--- src/rtl/lc3_mem_pkg.sv ---
// Shared definitions for the LC3 shared-SPRAM arbiter: FSM encoding, owner IDs, defaults.
package lc3_mem_pkg;

  localparam int unsigned DATA_W               = 16;
  localparam int unsigned STARVE_CNT_W         = 8;
  localparam int unsigned DEFAULT_STARVE_LIMIT = 255;

  typedef enum logic [1:0] {
    ST_IDLE   = 2'd0,
    ST_ACCESS = 2'd1,
    ST_RESP   = 2'd2
  } arb_state_e;

  typedef enum logic {
    OWN_HOST = 1'b0,
    OWN_CPU  = 1'b1
  } owner_e;

endpackage

--- src/rtl/lc3_rr_arb2.sv ---
// Two-requester round-robin grant; the last-grant register only moves when a grant is taken.
module lc3_rr_arb2
  import lc3_mem_pkg::*;
(
  input  logic Clock,
  input  logic reset,
  input  logic req_host,
  input  logic req_cpu,
  input  logic take,
  output logic grant_host_c,
  output logic grant_cpu_c
);

  owner_e last_q;

  // On contention the requester that was not granted last wins
  always_comb begin
    grant_host_c = req_host && (!req_cpu || (last_q == OWN_CPU));
    grant_cpu_c  = req_cpu  && (!req_host || (last_q == OWN_HOST));
  end

  // Reset to CPU so the host wins the first contended grant
  always_ff @(posedge Clock) begin
    if (reset) begin
      last_q <= OWN_CPU;
    end else if (take && grant_host_c) begin
      last_q <= OWN_HOST;
    end else if (take && grant_cpu_c) begin
      last_q <= OWN_CPU;
    end
  end

endmodule

--- src/rtl/lc3_mem_arbiter.sv ---
// Shares one single-port RAM between the program (host) interface and the LC3 core.
// One access in flight: IDLE (grant) -> ACCESS (RAM cycle) -> RESP (ack).
module lc3_mem_arbiter
  import lc3_mem_pkg::*;
#(
  parameter int unsigned ADDR_W       = 16,
  parameter int unsigned STARVE_LIMIT = DEFAULT_STARVE_LIMIT
) (
  input  logic              Clock,
  input  logic              reset,
  input  logic              host_req,
  input  logic              host_we,
  input  logic [ADDR_W-1:0] host_addr,
  input  logic [DATA_W-1:0] host_wdata,
  input  logic              host_lock,
  output logic              host_ack,
  output logic [DATA_W-1:0] host_rdata,
  input  logic              cpu_req,
  input  logic              cpu_we,
  input  logic [ADDR_W-1:0] cpu_addr,
  input  logic [DATA_W-1:0] cpu_wdata,
  output logic              cpu_ack,
  output logic [DATA_W-1:0] cpu_rdata,
  output logic [ADDR_W-1:0] mem_addr,
  output logic [DATA_W-1:0] mem_wdata,
  output logic              mem_wren,
  input  logic [DATA_W-1:0] mem_rdata,
  output logic              cpu_starved,
  output logic              busy
);

  arb_state_e              state_q, state_d;
  owner_e                  own_q, own_d;
  logic                    we_q, we_d;
  logic [ADDR_W-1:0]       mem_addr_d;
  logic [DATA_W-1:0]       mem_wdata_d;
  logic                    mem_wren_d;
  logic                    host_ack_d, cpu_ack_d;
  logic [DATA_W-1:0]       host_rdata_q, cpu_rdata_q;
  logic                    rd_host_c, rd_cpu_c;
  logic                    grant_host_c, grant_cpu_c;
  logic [STARVE_CNT_W-1:0] cnt_q, cnt_d;
  logic                    starve_hit_c;

  lc3_rr_arb2 u_rr (
    .Clock        (Clock),
    .reset        (reset),
    .req_host     (host_req),
    .req_cpu      (cpu_req && !host_lock),
    .take         (state_q == ST_IDLE),
    .grant_host_c (grant_host_c),
    .grant_cpu_c  (grant_cpu_c)
  );

  // Next state and next registered outputs
  always_comb begin
    state_d     = state_q;
    own_d       = own_q;
    we_d        = we_q;
    mem_addr_d  = mem_addr;
    mem_wdata_d = mem_wdata;
    mem_wren_d  = 1'b0;
    host_ack_d  = 1'b0;
    cpu_ack_d   = 1'b0;
    case (state_q)
      ST_IDLE: begin
        if (grant_host_c) begin
          own_d       = OWN_HOST;
          we_d        = host_we;
          mem_addr_d  = host_addr;
          mem_wdata_d = host_wdata;
          mem_wren_d  = host_we;
          state_d     = ST_ACCESS;
        end else if (grant_cpu_c) begin
          own_d       = OWN_CPU;
          we_d        = cpu_we;
          mem_addr_d  = cpu_addr;
          mem_wdata_d = cpu_wdata;
          mem_wren_d  = cpu_we;
          state_d     = ST_ACCESS;
        end
      end
      ST_ACCESS: begin
        host_ack_d = (own_q == OWN_HOST);
        cpu_ack_d  = (own_q == OWN_CPU);
        state_d    = ST_RESP;
      end
      ST_RESP: begin
        state_d = ST_IDLE;
      end
      default: begin
        state_d = ST_IDLE;
      end
    endcase
  end

  // RAM data only becomes valid in RESP, so read data bypasses its holding register then
  always_comb begin
    rd_host_c  = (state_q == ST_RESP) && (own_q == OWN_HOST) && !we_q;
    rd_cpu_c   = (state_q == ST_RESP) && (own_q == OWN_CPU) && !we_q;
    host_rdata = rd_host_c ? mem_rdata : host_rdata_q;
    cpu_rdata  = rd_cpu_c ? mem_rdata : cpu_rdata_q;
  end

  always_ff @(posedge Clock) begin
    if (reset) begin
      state_q      <= ST_IDLE;
      own_q        <= OWN_CPU;
      we_q         <= 1'b0;
      mem_addr     <= '0;
      mem_wdata    <= '0;
      mem_wren     <= 1'b0;
      host_ack     <= 1'b0;
      cpu_ack      <= 1'b0;
      host_rdata_q <= '0;
      cpu_rdata_q  <= '0;
      busy         <= 1'b0;
    end else begin
      state_q      <= state_d;
      own_q        <= own_d;
      we_q         <= we_d;
      mem_addr     <= mem_addr_d;
      mem_wdata    <= mem_wdata_d;
      mem_wren     <= mem_wren_d;
      host_ack     <= host_ack_d;
      cpu_ack      <= cpu_ack_d;
      host_rdata_q <= host_rdata;
      cpu_rdata_q  <= cpu_rdata;
      busy         <= (state_d != ST_IDLE);
    end
  end

  // Saturating wait counter for a pending CPU request
  always_comb begin
    cnt_d = cnt_q;
    if (!cpu_req || cpu_ack) begin
      cnt_d = '0;
    end else if (cnt_q != {STARVE_CNT_W{1'b1}}) begin
      cnt_d = cnt_q + STARVE_CNT_W'(1);
    end
    starve_hit_c = (32'(cnt_d) >= STARVE_LIMIT);
  end

  always_ff @(posedge Clock) begin
    if (reset) begin
      cnt_q       <= '0;
      cpu_starved <= 1'b0;
    end else begin
      cnt_q       <= cnt_d;
      cpu_starved <= cpu_starved | starve_hit_c;
    end
  end

endmodule

--- config.mk ---
export PLATFORM = sky130hd
export DESIGN_NAME = lc3_mem_arbiter
export DESIGN_NICKNAME = d
export VERILOG_FILES = /design/src/rtl/lc3_mem_pkg.sv /design/src/rtl/lc3_rr_arb2.sv /design/src/rtl/lc3_mem_arbiter.sv
export SDC_FILE = /design/constraint.sdc
export NUM_CORES = 1
export LEC_CHECK = 0
export CAP_MARGIN = 20
export CORE_UTILIZATION = 45
export DETAILED_ROUTE_END_ITERATION = 8
export PLACE_DENSITY = 0.85
export SLEW_MARGIN = 20
export SYNTH_ARGS = -nofsm -noshare
export SYNTH_HDL_FRONTEND = slang
export SYNTH_SLANG_ARGS = --single-unit
--- constraint.sdc ---
create_clock -name Clock -period 2.94 [get_ports Clock]
set_input_delay 0.294 -clock Clock [delete_from_list [all_inputs] [get_ports Clock]]
set_output_delay 0.294 -clock Clock [all_outputs]
set_load 0.01 [all_outputs]
; Word-level counts from Yosys, hierarchy flattened
; Cells that the tools add are included.
[totals]
reg_bits = 82
romBits = 0
ramBits = 0
mem_count = 0
out_inout_bits = 69
word_cells = 67
latchBits = 0
[classes]
magnitude_cmp = 1
muxes = 19
n_eq_ne = 3
reduce_logical = 24
div_mod_pow = 0
n_bitwise = 5
n_addsub = 1
multipliers = 0
shifts = 0
[op_table]
columns = operator, n
row1 = 16-bit two-way mux, 6
row2 = 8-bit two-way mux, 2
row3 = 1-bit logical AND, 9
row4 = "8-bit by 1-bit adder with 8-bit output, second input constant", 1
row5 = "8-bit greater-or-equal comparator, second input constant", 1
row6 = 1-bit two-way mux, 8
row7 = "8-bit != test, second input constant", 1
row8 = 2-bit nonzero test, 3
row9 = 1-bit logical NOT, 5
row10 = 2-bit two-way mux, 2
row11 = 1-bit inverter, 4
row12 = 2-bit one-hot mux with 2 select lines, 1
row13 = 2-bit OR reduction, 2
row14 = 1-bit logical OR, 3
row15 = "2-bit by 1-bit == test with 1-bit output, second input constant", 1
row16 = "2-bit == test, second input constant", 1
row17 = 2-bit logical NOT, 1
row18 = 2-bit AND reduction, 1
row19 = 1-bit OR, 1

; Depth between registers and ports, before layout
[depth]
word_depth = 8
ltp_mapped = 6
mapped_depth_nobuf = 5

; Modules after synthesis
; A second synthesis with hierarchy kept.
[unflattened]
cells_unflattened = 338
area_unflattened_um2 = 3420.8
[modules_own_cells]
columns = mod, cells_per_inst, seq_area_each_um2, area_each_um2, n_inst
row1 = lc3_mem_arbiter, 331, 1621.6, 3359.5, 1
row2 = lc3_rr_arb2, 7, 20.0, 61.3, 1

; Worst setup path before layout
; OpenSTA, ideal clock, no wires.
[synth_path]
kind = reg2out
startpoint = register we_q
endpoint = output host_rdata[10]
path_buffers = 1
arrival_ns = 1.328
t_required_ns = 2.646
slack_ns = 1.318
stages_incl_launch_ff = 4
path_cell_list = dfxtp_1 nor4b_4 buf_6 mux2_4
[synth_between]
elab_chain_cells = 3
[synth_rtl]
columns = element, line_no
row1 = start: declaration, lc3_mem_arbiter.sv:34  ; logic we_q, we_d;
row2 = start signal: assignment, lc3_mem_arbiter.sv:121  ; we_q <= we_d;
row3 = 1-bit logical NOT, lc3_mem_arbiter.sv:99  ; rd_host_c = (state_q == ST_RESP) && (own_q == OWN_HOST) && !we_q;
row4 = 1-bit logical AND, lc3_mem_arbiter.sv:99
row5 = 16-bit two-way mux, lc3_mem_arbiter.sv:101  ; host_rdata = rd_host_c ? mem_rdata : host_rdata_q;
row6 = end: declaration, lc3_mem_arbiter.sv:17  ; output logic [DATA_W-1:0] host_rdata,
; Every way passes these cells.

; Final worst setup path
[layout_path]
startpoint = register state_q[1]
endpoint = output cpu_rdata[0]
[layout_between]
elab_chain_cells = 4
[layout_rtl]
columns = element, line_no
row1 = start: declaration, lc3_mem_arbiter.sv:32  ; arb_state_e state_q, state_d;
row2 = start signal: assignment, lc3_mem_arbiter.sv:119  ; state_q <= state_d;
row3 = 2-bit == test, lc3_mem_arbiter.sv:100  ; rd_cpu_c = (state_q == ST_RESP) && (own_q == OWN_CPU) && !we_q;
row4 = 1-bit logical AND (2 in a row), lc3_mem_arbiter.sv:100
row5 = 16-bit two-way mux, lc3_mem_arbiter.sv:102  ; cpu_rdata = rd_cpu_c ? mem_rdata : cpu_rdata_q;
row6 = end: declaration, lc3_mem_arbiter.sv:23  ; output logic [DATA_W-1:0] cpu_rdata,
; Every way passes these cells.

==> results.md <==
- Initial antenna violation count: 0
- Post-placement cell area: between 0.005 and 0.006 mm^2
- Filler cell count: between 500 and 600
- Layout cells sized above 1: 0.0970
- Yosys warning total: 0
- Tightest Pin Transition: 0.867 ns
- Crit path buffers/inverters: 2
- Clk_lat worst skew: about 0.34 ns
- Global-route wire length before repair: 13.7 mm
- NetSw: roughly 0.00061 W
- Critical path cell sequence: nor4bb_4 > buf_4 > mux2_2 > clkdlybuf4s50_1
- Worst hold path class: reg2reg
- Sw Ratio: 0.239
- Leak: approximately 2.1 nW
- Top-area cell type share of the netlist area: 0.469
- Post-DRT Antenna Nets: 0
- Diodes inserted: 0
- P per Cell Area: ~480 mW/mm^2
- Required time worst endpoint: about 2.7 ns
- Setup tns final: 0 ns
- Synth Instances: 340
- Tot Pwr: ~0.0026 W
- CP Capture Type: primary output
- Clock power frac: 0.322
- Cell type with the largest total area after synthesis: dfxtp_1
- Die Span Y: 90.2 um
- CTS tree: done
- Clock period minus worst slack: 2.51 ns
- Total vias in the final route: around 3k
- Sequential element share of the synthesized area: 0.469
- Clock transition at the registers of the reported paths: 0.07 ns
- H-tree depth: 3
- Slowest cell on crit path: clkdlybuf4s50_1
- # Post-CTS Setup Buffers: 0
- IO buf count: approximately 160
- All-Layer GR Usage: 0.211
- Cts hold-fix bufs: 0
- CP peak stage delay: 0.49 ns
- Synth top area cells: dfxtp_1, mux2i_1, a211oi_1
- Synth unique cells: 38
- CTS sink cnt: 82
- Core footprint: roughly 0.0074 mm^2
- Synthesized flop and latch total: a little over 80
- FP Rows: 31
- I/O pin total: around 160
- Total grt overflow: 0
- Top fanout value on the critical path: 16
- Iteration-0 DRC Markers: 77
- Hold WS: roughly 0.47 ns
- Final Max Tran Viols: 0
- Die X: 90.2 um
- Placer Congestion: 0.745
- Final net count: 579
- Syn nets: between 400 and 500
- Area growth syn-to-layout: 52.7%
- Crit start category: flip-flop
- Final cell count without fillers: 594
- DR DRC count: 0
- Vias in the first global route: slightly below 3k
- Worst Path Arrival: ~2.2 ns
- Setup violators final: 0
- Finished Cell Area: 0.00535 mm^2
- Initial core utilization: 0.475
- Post-Syn Area: about 0.0035 mm^2
- Skew final: between 0.01 and 0.015 ns
- DP HPWL: 6.18 mm
- Relative slew slack: 0.407
- Fmax: ~0.40 GHz
- RSZ-0062 raised after global routing: false
- Status: finished, final reports clean
- Sequential share of power: 0.477
- Cts repair resizes: 0
- Largest net degree at the start of global routing: 37
- Root Driver: clkbuf_8
- Max cap viols: 0
- Mean Syn Cell Area: ~10 um^2
- Largest delay contributor family on the critical path: buffers and inverters
- CTS Buf Count: 9
- Internal power: between 0.0015 and 0.002 W
- Crit Path Class: reg2out
- Tcrit/Tclk final: 0.854
- Vias/cell: roughly 5.1
- Final Hold Fails: 0
- Peak VDD IR: around 220 uV
- DR pass1 iterations: 4
- Maximum clock insertion buffer count: 2
- Comb power frac: 0.201
- Final WL: about 8.4 mm
- WL/cell: 14.1 um
- Inst Count DP: 579
- Die area: slightly above 0.008 mm^2
layout make-up:
class / count / area (um^2) / share of cell area
clock buffers: 13 / 169 / 0.0316
inverters: 3 / 11.3 / 0.00211
well taps: 99 / 124 / 0.0232
multi-input cells: 233 / 1750 / 0.327
repair buffers: 162 / 1620 / 0.302
clock inverters: 2 / 35.0 / 0.00655
flip-flops and latches: 82 / 1640 / 0.307
worst register-to-register path, cell delays in order, from the launching register on:
cell and delay, ns:
dfxtp_1 0.39, nor2_1 0.25, o21a_2 0.54, buf_12 0.26, nor2_1 0.07, a211oi_1 0.26
metrics by stage:
step	util	worst slack, ns
detailed placement	0.698	0.695
global route	0.726	0.295
global placement	0.698	0.753
CTS	0.726	0.395
finish	0.726	0.429
floorplan	-	1.32
Yosys cell counts (all sizes together):
cell and n:
a31oi 3, clkbuf 10, a311oi 1, a21oi 7, xnor2 1, nor3b 2, nor2b 2, nand3 3
o211ai 1, mux2i 33, nor4b 1, nand3b 3, a32oi 1, nand2 6, inv 3, nand2b 1
a211oi 32, and3 6, a32o 1, mux2 32, ha 1, o21ai 9, buf 12, a2111oi 1
nor4 1, and2 37, nor4bb 1, dfxtp 82, nor2 42, o21a 2, o31ai 1, nand4 2
metal layers:
metal / up-vias / GRT usage / part of all wire
met5: - / 0 / 0
met4: 0 / 0.0874 / 0.020
met3: 15 / 0.0745 / 0.083
met2: 123 / 0.339 / 0.46
met1: 1347 / 0.257 / 0.44
li1: 1516 / - / -
flip-flops by register name, summed over array words and instances, names as in the netlist:
signal / cells
busy: 1
cnt_q: 8
cpu_ack: 1
cpu_rdata_q: 16
cpu_starved: 1
host_ack: 1
host_rdata_q: 16
mem_addr: 16
mem_wdata: 16
mem_wren: 1
own_q: 1
state_q: 2
u_rr.last_q: 1
we_q: 1
cell families (layout without fill, tap and decap cells):
kind of cell             count (synthesis)  count (layout)  synth area share
AND/OR/NAND/NOR                        107             107             0.165
flip-flops                              82              82             0.469
multiplexers                            65              65             0.208
AO/OA/AOI/OAI                           59              59             0.116
buffers and inverters                   25             180            0.0364
adder cells (fa/ha/maj)                  1               1           0.00357
XOR/XNOR                                 1               1           0.00250
path summary, 6_finish.rpt:
check | end | cells past startpoint | startpoint | slack, ns
setup / recovery | cpu_rdata[0] | 4 | state_q[1] | 0.43
hold / removal | cpu_starved | 1 | cpu_starved | 0.47
setup reg to reg | mem_addr[11] | 5 | state_q[0] | 1.06
hold reg to reg | cpu_starved | 1 | cpu_starved | 0.47
power by group through the flow:
stage                     Combinational [W]  Clock [W]  Sequential [W]
final                              0.000514   0.000822         0.00122
after detailed placement           0.000516          0         0.00124
after global routing               0.000557   0.000886         0.00123
after global placement             0.000507          0         0.00124
after CTS                          0.000519   0.000845         0.00122
after floorplan                    0.000200          0         0.00126
cells in the final DEF (no fill, tap or decap), drive strengths merged, types with 2 or more instances in the layout:
master	synthesis	final
clkdlybuf4s50	0	155
dfxtp	82	82
nor2	42	42
and2	37	37
mux2i	33	33
a211oi	32	32
mux2	32	32
clkbuf	10	13
o21ai	9	9
a21oi	7	7
buf	12	7
nand2	6	6
and3	6	6
inv	3	3
nand3b	3	3
nand3	3	3
a31oi	3	3
nor2b	2	2
o21a	2	2
nand4	2	2
nor3b	2	2
Power figures use the tool's default switching activity.
